## config.mk

```make
export PLATFORM = sky130hd
export DESIGN_NAME = voice_allocator
export DESIGN_NICKNAME = d
export VERILOG_FILES = /design/src/rtl/voice_allocator.sv
export SDC_FILE = /design/constraint.sdc
export NUM_CORES = 1
export LEC_CHECK = 0
export CORE_AREA = 2 2 155 157
export DETAILED_ROUTE_END_ITERATION = 7
export DIE_AREA = 0 0 157 159
export PLACE_DENSITY = 0.77
export SLEW_MARGIN = 20
export SYNTH_ARGS = -nofsm -noshare
export SYNTH_HDL_FRONTEND = slang
export SYNTH_SLANG_ARGS = --single-unit
```

## constraint.sdc

```tcl
create_clock -name Clk -period 6.9 [get_ports Clk]
set_input_delay 1.38 -clock Clk [delete_from_list [all_inputs] [get_ports Clk]]
set_output_delay 1.38 -clock Clk [all_outputs]
set_load 0.01 [all_outputs]
```

## src/rtl/voice_allocator.sv

```systemverilog
// voice_allocator: four-voice sample playback allocator with retrigger, steal and per-sample address advance
module voice_allocator #(
  parameter int ADDR_W = 20,
  parameter int KEY_W  = 8
) (
  input  logic              Clk,
  input  logic              Reset,
  input  logic              sample_clk,
  input  logic              key_req,
  input  logic              key_on,
  input  logic [KEY_W-1:0]  key_code,
  input  logic [ADDR_W-1:0] key_base,
  input  logic [ADDR_W-1:0] key_len,
  output logic              key_ack,
  output logic [ADDR_W-1:0] voice_addr0,
  output logic [ADDR_W-1:0] voice_addr1,
  output logic [ADDR_W-1:0] voice_addr2,
  output logic [ADDR_W-1:0] voice_addr3,
  output logic [3:0]        voice_active,
  output logic [1:0]        addr_sel
);
  typedef enum logic [1:0] {IDLE, ADVANCE, ALLOC, RELEASE} state_t;
  state_t state_q, state_d;
  logic adv_pend_q, adv_pend_d, sclk_q, rise;
  logic [3:0][ADDR_W-1:0] addr_q, addr_d, end_q, end_d;
  logic [3:0][KEY_W-1:0] key_q, key_d;
  logic [3:0][1:0] age_q, age_d;
  logic [3:0] active_q, active_d;
  logic [1:0] sel_q, sel_d;
  logic hit, free;
  logic [1:0] hit_idx, free_idx, old_idx, pick;
  logic [2:0] cnt;
  assign rise = sample_clk & ~sclk_q;
  // Victim choice: lowest-index retrigger match, else lowest free voice, else oldest (ties to lowest)
  always_comb begin
    hit = 1'b0;
    free = 1'b0;
    hit_idx = 2'd0;
    free_idx = 2'd0;
    old_idx = 2'd0;
    for (int i = 3; i >= 0; i--) begin
      if (active_q[i] && key_q[i] == key_code) begin
        hit = 1'b1;
        hit_idx = 2'(i);
      end
      if (!active_q[i]) begin
        free = 1'b1;
        free_idx = 2'(i);
      end
    end
    for (int i = 1; i < 4; i++)
      if (age_q[i] > age_q[old_idx]) old_idx = 2'(i);
    pick = hit ? hit_idx : free ? free_idx : old_idx;
  end
  // Next state; a sample edge seen in IDLE is serviced at once so it precedes a coincident key event
  always_comb begin
    state_d = IDLE;
    adv_pend_d = (adv_pend_q && state_q != ADVANCE) || rise;
    addr_d = addr_q;
    end_d = end_q;
    key_d = key_q;
    age_d = age_q;
    active_d = active_q;
    case (state_q)
      IDLE: state_d = (adv_pend_q || rise) ? ADVANCE : key_req ? (key_on ? ALLOC : RELEASE) : IDLE;
      ADVANCE:
        for (int i = 0; i < 4; i++)
          if (active_q[i]) begin
            if (addr_q[i] == end_q[i]) active_d[i] = 1'b0;
            else addr_d[i] = addr_q[i] + ADDR_W'(1);
          end
      ALLOC:
        for (int i = 0; i < 4; i++)
          if (2'(i) == pick) begin
            addr_d[i] = key_base;
            end_d[i] = key_base + key_len - ADDR_W'(1);
            key_d[i] = key_code;
            age_d[i] = 2'd0;
            active_d[i] = 1'b1;
          end else if (active_q[i] && age_q[i] != 2'd3) begin
            age_d[i] = age_q[i] + 2'd1;
          end
      RELEASE:
        for (int i = 0; i < 4; i++)
          if (key_q[i] == key_code) active_d[i] = 1'b0;
      default: state_d = IDLE;
    endcase
    cnt = 3'd0;
    for (int i = 0; i < 4; i++) cnt = cnt + {2'b0, active_d[i]};
    sel_d = (cnt == 3'd0) ? 2'd0 : 2'(cnt - 3'd1);
  end
  // State and voice registers
  always_ff @(posedge Clk) begin
    if (Reset) begin
      state_q <= IDLE;
      adv_pend_q <= 1'b0;
      sclk_q <= 1'b0;
      addr_q <= '0;
      end_q <= '0;
      key_q <= '0;
      age_q <= '0;
      active_q <= '0;
      sel_q <= '0;
    end else begin
      state_q <= state_d;
      adv_pend_q <= adv_pend_d;
      sclk_q <= sample_clk;
      addr_q <= addr_d;
      end_q <= end_d;
      key_q <= key_d;
      age_q <= age_d;
      active_q <= active_d;
      sel_q <= sel_d;
    end
  end
  // Ack is suppressed while Reset is high so an aborted event is never acknowledged
  assign key_ack = ~Reset & (state_q == ALLOC || state_q == RELEASE);
  assign voice_addr0 = addr_q[0];
  assign voice_addr1 = addr_q[1];
  assign voice_addr2 = addr_q[2];
  assign voice_addr3 = addr_q[3];
  assign voice_active = active_q;
  assign addr_sel = sel_q;
endmodule

```

==> flow_summary.toml, run 1 <==
[die]
die_x_um = 157
pin_count = 140
die_h_um = 159
start_util = 0.544
rows = 56
core-area_um2 = 23200
die_area_um2 = 25000

[pwr]
vdd_drop_max_mv = 0.169
power_leakage_nw = 5.73
power.density_nw_per_um2 = 208

[yosys]
netlist_top_cells_area = "dfxtp_1, a21oi_1, ha_1, xnor2_1, nand2_1"
synth_seq_area_share = 0.333
ys_ff_latch = 210
yosysTopAreaCellShare = 0.333
synthesis.nets = 1683
syn_inst = 1573
yosysTopAreaCell = "dfxtp_1"
synth-edff-count = 0
syn_area_um2 = 12600
avgSynthCellArea_um2 = 8.02
synth.distinct_cells = 80
yosys_warnings = 0
yosys_most_used_dff = "dfxtp_1"
async_flop_share = 0

[clocking]
cts_setup_buffers = 0
cts.sinks = 210
clock_latency_ns = 0.53
clockBufferDepth = 3
htreeDepth = 1
cts_resized = 0
cts_hold_buf = 0
clk_pin_slew_ns = 0.06
cts_root_buffer = "clkbuf_16"
cts_tree = "yes"
cts_buffers = 24

[placement]
gp_congestion = 0.977
io_buffers = 139
hpwl_um = 28900

[setup_path]
startpoint_type = "flip-flop"
crit_arrival_ns = 6.43
max_stage_delay_ns = 0.57
critPathKind = "flip-flop to flip-flop"
required_ns = 7.30
worst-path-max-fanout = 16
r2r_setup_slack_ns = 0.87
r2r_end = "addr_sel[1]$_SDFF_PP0_"
crit_top_cell = "ha_1"
cp-startpoint = "age_q[1]$_SDFFE_PP0P_"
r2r-start = "age_q[1]$_SDFFE_PP0P_"
cp-end-kind = "flip-flop"
crit_family = "compound AO/OA/AOI/OAI gates"
r2r_cells = 27
endpoint = "addr_sel[1]$_SDFF_PP0_"
slowest_stage = "o21a_1"
worst-path-buf-inv = 3
cp.depth = 27

[sta]
worst_pin_slew_ns = 1.14
max_freq_mhz = 166
tns_ns = 0
fin_crit_sh = 0.873
hold_viol = 0
finalClockSkew_ns = 0.0152
slew_headroom = 0.239
rsz0062_at_grt = "false"
setup-violations-final = 0
report.final.slew_viol_count = 0
period_needed_ns = 6.03
whs_ns = 0.468

[drt]
drc = 0
drt-pass1-iter-count = 5
avgViaCountPerCell = 6.21
drtAntennaViolNets = 0
via_count = 12300
wire_per_inst_um = 21.3
drt_iter0_markers = 1257
drt_wl_total_um = 42200

[global_route]
track_usage = 0.330
grt_overflow_total = 0
grt_first_pass_wirelength_um = 64500
grt_pass1_vias = 11300
grt_max_degree = 107
antenna_found_initial = 0

[layout]
syn_to_final_growth_pct = 18.2
nNetsFinal = 1758
fill_cells = 2019
antenna_cells = 0
drive_gt1_frac = 0.0601

[run]
drv_cap = 0

[min_path]
min_path_type = "flip-flop to flip-flop"

[status]
status = "completed"
==> worst register-to-register path, stage by stage, from the launching register on <==
cell	delay, ns
dfxtp_1	0.38
inv_1	0.08
ha_1	0.30
nor2_1	0.05
o22ai_1	0.31
nand2_1	0.08
o21ai_0	0.11
ha_1	0.19
nor2b_1	0.05
o21ai_0	0.31
nor2_1	0.08
a21oi_1	0.14
ha_1	0.26
nor2b_1	0.14
o21ai_1	0.25
o211ai_2	0.14
a31oi_2	0.36
o41a_1	0.39
o21a_1	0.57
nand2_1	0.18
fa_1	0.51
ha_1	0.20
ha_1	0.27
inv_1	0.06
ha_1	0.13
inv_1	0.04
o21ai_0	0.24
nor2_1	0.09
==> synthesized netlist by cell type (9+ instances only) <==
| cell type | instances |
|---|---|
| nor3_1 | 25 |
| and2_1 | 9 |
| ha_1 | 55 |
| buf_4 | 12 |
| nor2_1 | 135 |
| dfxtp_1 | 210 |
| o31ai_1 | 9 |
| nand3_1 | 36 |
| a21oi_1 | 144 |
| a211oi_1 | 22 |
| o32ai_1 | 9 |
| clkbuf_1 | 62 |
| inv_1 | 106 |
| o21ai_0 | 87 |
| xor2_1 | 54 |
| nor2b_1 | 11 |
| nand2_1 | 168 |
| nor4_1 | 14 |
| a31oi_1 | 12 |
| buf_2 | 16 |
| o22ai_1 | 33 |
| a32o_1 | 17 |
| a211oi_2 | 14 |
| xnor2_1 | 77 |
| nand4_1 | 28 |
| mux2i_1 | 58 |
| and3_1 | 18 |
==> layer usage <==
metal  global-route usage  part of all wire  up-vias
met2                0.473              0.42      707
met5                    0                 0        -
li1                     -                 -     5696
met1                0.462              0.40     5785
met3               0.0732              0.12      137
met4                0.168             0.056        0
==> report_power, final <==
group | internal (W) | leakage [nW] | switching, W
Sequential | 0.00122 | 1.69 | 0.0000138
Combinational | 0.000150 | 3.62 | 0.000331
Clock | 0.000846 | 0.415 | 0.000534
Total | 0.00222 | 5.73 | 0.000878
==> registers in the layout, indices dropped and copies added, names as in the netlist <==
| name | flops |
|---|---|
| sclk_q | 1 |
| voice_addr3 | 20 |
| key_q | 32 |
| adv_pend_q | 1 |
| state_q | 2 |
| voice_addr2 | 20 |
| end_q | 80 |
| addr_sel | 2 |
| voice_addr1 | 20 |
| voice_active | 4 |
| voice_addr0 | 20 |
| age_q | 8 |
==> area by class of cell <==
type	instances	area, um^2	area share
multi-input combinational	1156	7560	0.507
sequential	210	4200	0.282
timing repair buffer	149	1490	0.0998
clock buffer	34	729	0.0489
inverter	107	402	0.0269
tap	319	399	0.0268
clock inverter	9	128	0.00856
==> worst min-delay path by stage <==
stage,depth (start not counted),slack [ns],from,to
2_1_floorplan,2,0.45,end_q[57]$_SDFFE_PP0P_,end_q[57]$_SDFFE_PP0P_
3_3_place_gp,2,0.45,end_q[59]$_SDFFE_PP0P_,end_q[59]$_SDFFE_PP0P_
3_5_place_dp,2,0.46,key_q[23]$_SDFFE_PP0P_,key_q[23]$_SDFFE_PP0P_
4_1_cts,2,0.47,key_q[23]$_SDFFE_PP0P_,key_q[23]$_SDFFE_PP0P_
5_1_grt,2,0.49,key_q[19]$_SDFFE_PP0P_,key_q[19]$_SDFFE_PP0P_
6_report,2,0.47,key_q[23]$_SDFFE_PP0P_,key_q[23]$_SDFFE_PP0P_
==> cells by family after synthesis <==
family / synth area share
AND/OR/NAND/NOR: 0.178
AO/OA/AOI/OAI: 0.225
flip-flops: 0.333
buffers and inverters: 0.0698
XOR/XNOR: 0.0910
multiplexers: 0.0460
adder cells (fa/ha/maj): 0.0577
==> placed cells by master (no fill, tap or decap), drive strengths merged, types with 25 or more instances in the layout <==
cell | Yosys | final
a211oi | 36 | 36
a21oi | 144 | 144
clkbuf | 62 | 34
clkdlybuf4s50 | 0 | 138
dfxtp | 210 | 210
ha | 55 | 55
inv | 107 | 107
mux2i | 58 | 58
nand2 | 169 | 169
nand3 | 36 | 36
nand4 | 28 | 28
nor2 | 138 | 138
nor3 | 25 | 25
o21ai | 90 | 90
o22ai | 33 | 33
xnor2 | 77 | 77
xor2 | 54 | 54
==> per-stage QoR <==
| stage | worst slack (ns) | instance area [um^2] | power, W | util | std cells |
|---|---|---|---|---|---|
| 2_1_floorplan | 1.84 | 12600 | 0.00153 | - | 1573 |
| 3_3_place_gp | 1.32 | 14000 | 0.00171 | 0.604 | 1940 |
| 3_5_place_dp | 1.07 | 14000 | 0.00172 | 0.604 | 1940 |
| 4_1_cts | 0.993 | 14900 | 0.00308 | 0.641 | 1983 |
| 5_1_grt | 0.388 | 14900 | 0.00317 | 0.643 | 1984 |
| 6_report | 0.875 | 14900 | 0.00310 | 0.643 | 1984 |
Note: power is estimated with default switching activity, not from simulation.
==> inputs of run 2 (changes only) <==
--- a/config.mk
+++ b/config.mk
@@ -8,7 +8,7 @@
 export CORE_AREA = 2 2 155 157
 export DETAILED_ROUTE_END_ITERATION = 7
 export DIE_AREA = 0 0 157 159
-export PLACE_DENSITY = 0.77
+export PLACE_DENSITY = 0.88
 export SLEW_MARGIN = 20
 export SYNTH_ARGS = -nofsm -noshare
 export SYNTH_HDL_FRONTEND = slang
==> run 2 against run 1 <==
Net effect: cell area fell by 1.2%; fmax fell by 0.32%; clock skew rose by 0.0065 ns; die area did not move; register-to-register slack got worse by 0.02 ns; core utilization fell by 0.76 points; critical path type unchanged.
==> flow_summary.toml, run 2 (synthesis results as in run 1) <==
[global_route]
grt_first_pass_wirelength_um = 62700
grt_overflow_total = 0
grt_pass1_vias = 11500
track_usage = 0.317
antenna_found_initial = 0
grt_max_degree = 122

[clocking]
cts_buffers = 23
clock_latency_ns = 0.52
cts_root_buffer = "clkbuf_16"
clockBufferDepth = 3
cts_tree = "yes"
cts_hold_buf = 0
cts_setup_buffers = 0
cts_resized = 0
cts.sinks = 210
clk_pin_slew_ns = 0.07
htreeDepth = 1

[layout]
nNetsFinal = 1756
utilization = 0.635
largest_reg_flops = 80
layout_common_cells = "dfxtp_1, nand2_1, a21oi_1"
antenna_cells = 0
syn_to_final_growth_pct = 16.8
regMostFlops = "end_q"
largestRegisters = "end_q x80, key_q x32"
design_area_um2 = 14700
drive_gt1_frac = 0.0566
final_common_cell = "dfxtp_1"

[sta]
slew_headroom = 0.245
hold_viol = 0
rsz0062_at_grt = "false"
period_needed_ns = 6.04
finalClockSkew_ns = 0.0217
fin_crit_sh = 0.876
report.final.slew_viol_count = 0
max_freq_mhz = 165
fin_ws_ns = 0.856
worst_pin_slew_ns = 1.13
tns_ns = 0
setup-violations-final = 0

[setup_path]
max_stage_delay_ns = 0.55
slowest_stage = "o21a_1"
cp.depth = 26
worst-path-max-fanout = 16
startpoint_type = "flip-flop"
r2r_cells = 26
critPathKind = "flip-flop to flip-flop"
crit_top_cell = "ha_1"
worst-path-buf-inv = 3
crit_arrival_ns = 6.43
cp-end-kind = "flip-flop"
required_ns = 7.29
crit_family = "compound AO/OA/AOI/OAI gates"

[die]
rows = 56
start_util = 0.544
die_h_um = 159
die_area_um2 = 25000
die_x_um = 157
core-area_um2 = 23200
pin_count = 140

[drt]
drt-pass1-iter-count = 7
drc = 0
avgViaCountPerCell = 6.27
wire_per_inst_um = 20.6
via_count = 12400
drtAntennaViolNets = 0
drt_wl_total_um = 40900
drt_iter0_markers = 1495

[run]
drv_cap = 0

[placement]
io_buffers = 139
gp_congestion = 0.989
hpwl_um = 28300
post-place-ws_ns = 0.994
dpl-instance-area_um2 = 14000

[pwr]
power.density_nw_per_um2 = 194
power_leakage_nw = 5.65
vdd_drop_max_mv = 0.177
power_w = 0.00286

[min_path]
min_path_type = "flip-flop to flip-flop"
hold_depth = 2

[status]
status = "completed"
[run 2: cell count changes in the layout (fill, tap and decap cells not counted)]
cell and change:
clkbuf_8 -5, o21ai_2 +1, clkbuf_16 -2, clkinv_2 +2, clkinvlp_4 -1, clkbuf_1 +2
o21ai_4 -1, buf_4 -1, clkinv_4 +3, bufinv_16 -3, inv_8 +1
[run 2: cell type report]
type	instances	area, um^2
Clock buffer	29	618
Clock inverter	11	77.6
Fill cell	1924	8460
Inverter	107	402
Multi-Input combinational cell	1156	7550
Sequential cell	210	4200
Tap cell	319	399
Timing Repair Buffer	148	1480
[run 2: worst min-delay path, stage by stage, from the launching register on]
cell	delay, ns
dfxtp_1	0.32
nand2_1	0.06
a21oi_1	0.05
[run 2: through the flow]
step	hold slack, ns	cells
2_1_floorplan	0.448	1573
3_3_place_gp	0.457	1939
3_5_place_dp	0.462	1939
4_1_cts	0.472	1979
5_1_grt	0.489	1980
6_report	0.476	1980
[run 2: worst paths after layout]
path | end | slack (ns) | startpoint
max | addr_sel[0]$_SDFF_PP0_ | 0.86 | age_q[1]$_SDFFE_PP0P_
min | key_q[20]$_SDFFE_PP0P_ | 0.48 | key_q[20]$_SDFFE_PP0P_
max reg2reg | addr_sel[0]$_SDFF_PP0_ | 0.86 | age_q[1]$_SDFFE_PP0P_
min reg2reg | key_q[20]$_SDFFE_PP0P_ | 0.48 | key_q[20]$_SDFFE_PP0P_
[run 2: power by group]
part	internal, W	switching (W)	leakage (nW)
Sequential	0.00122	0.0000131	1.69
Clock	0.000640	0.000521	0.341
Combinational	0.000149	0.000317	3.62
Total	0.00201	0.000851	5.65
[run 2: metal layers]
layer,global-route usage,wire (um)
met1,0.433,15900
met2,0.470,17400
met4,0.162,2420
met5,0,0
met3,0.0667,5130
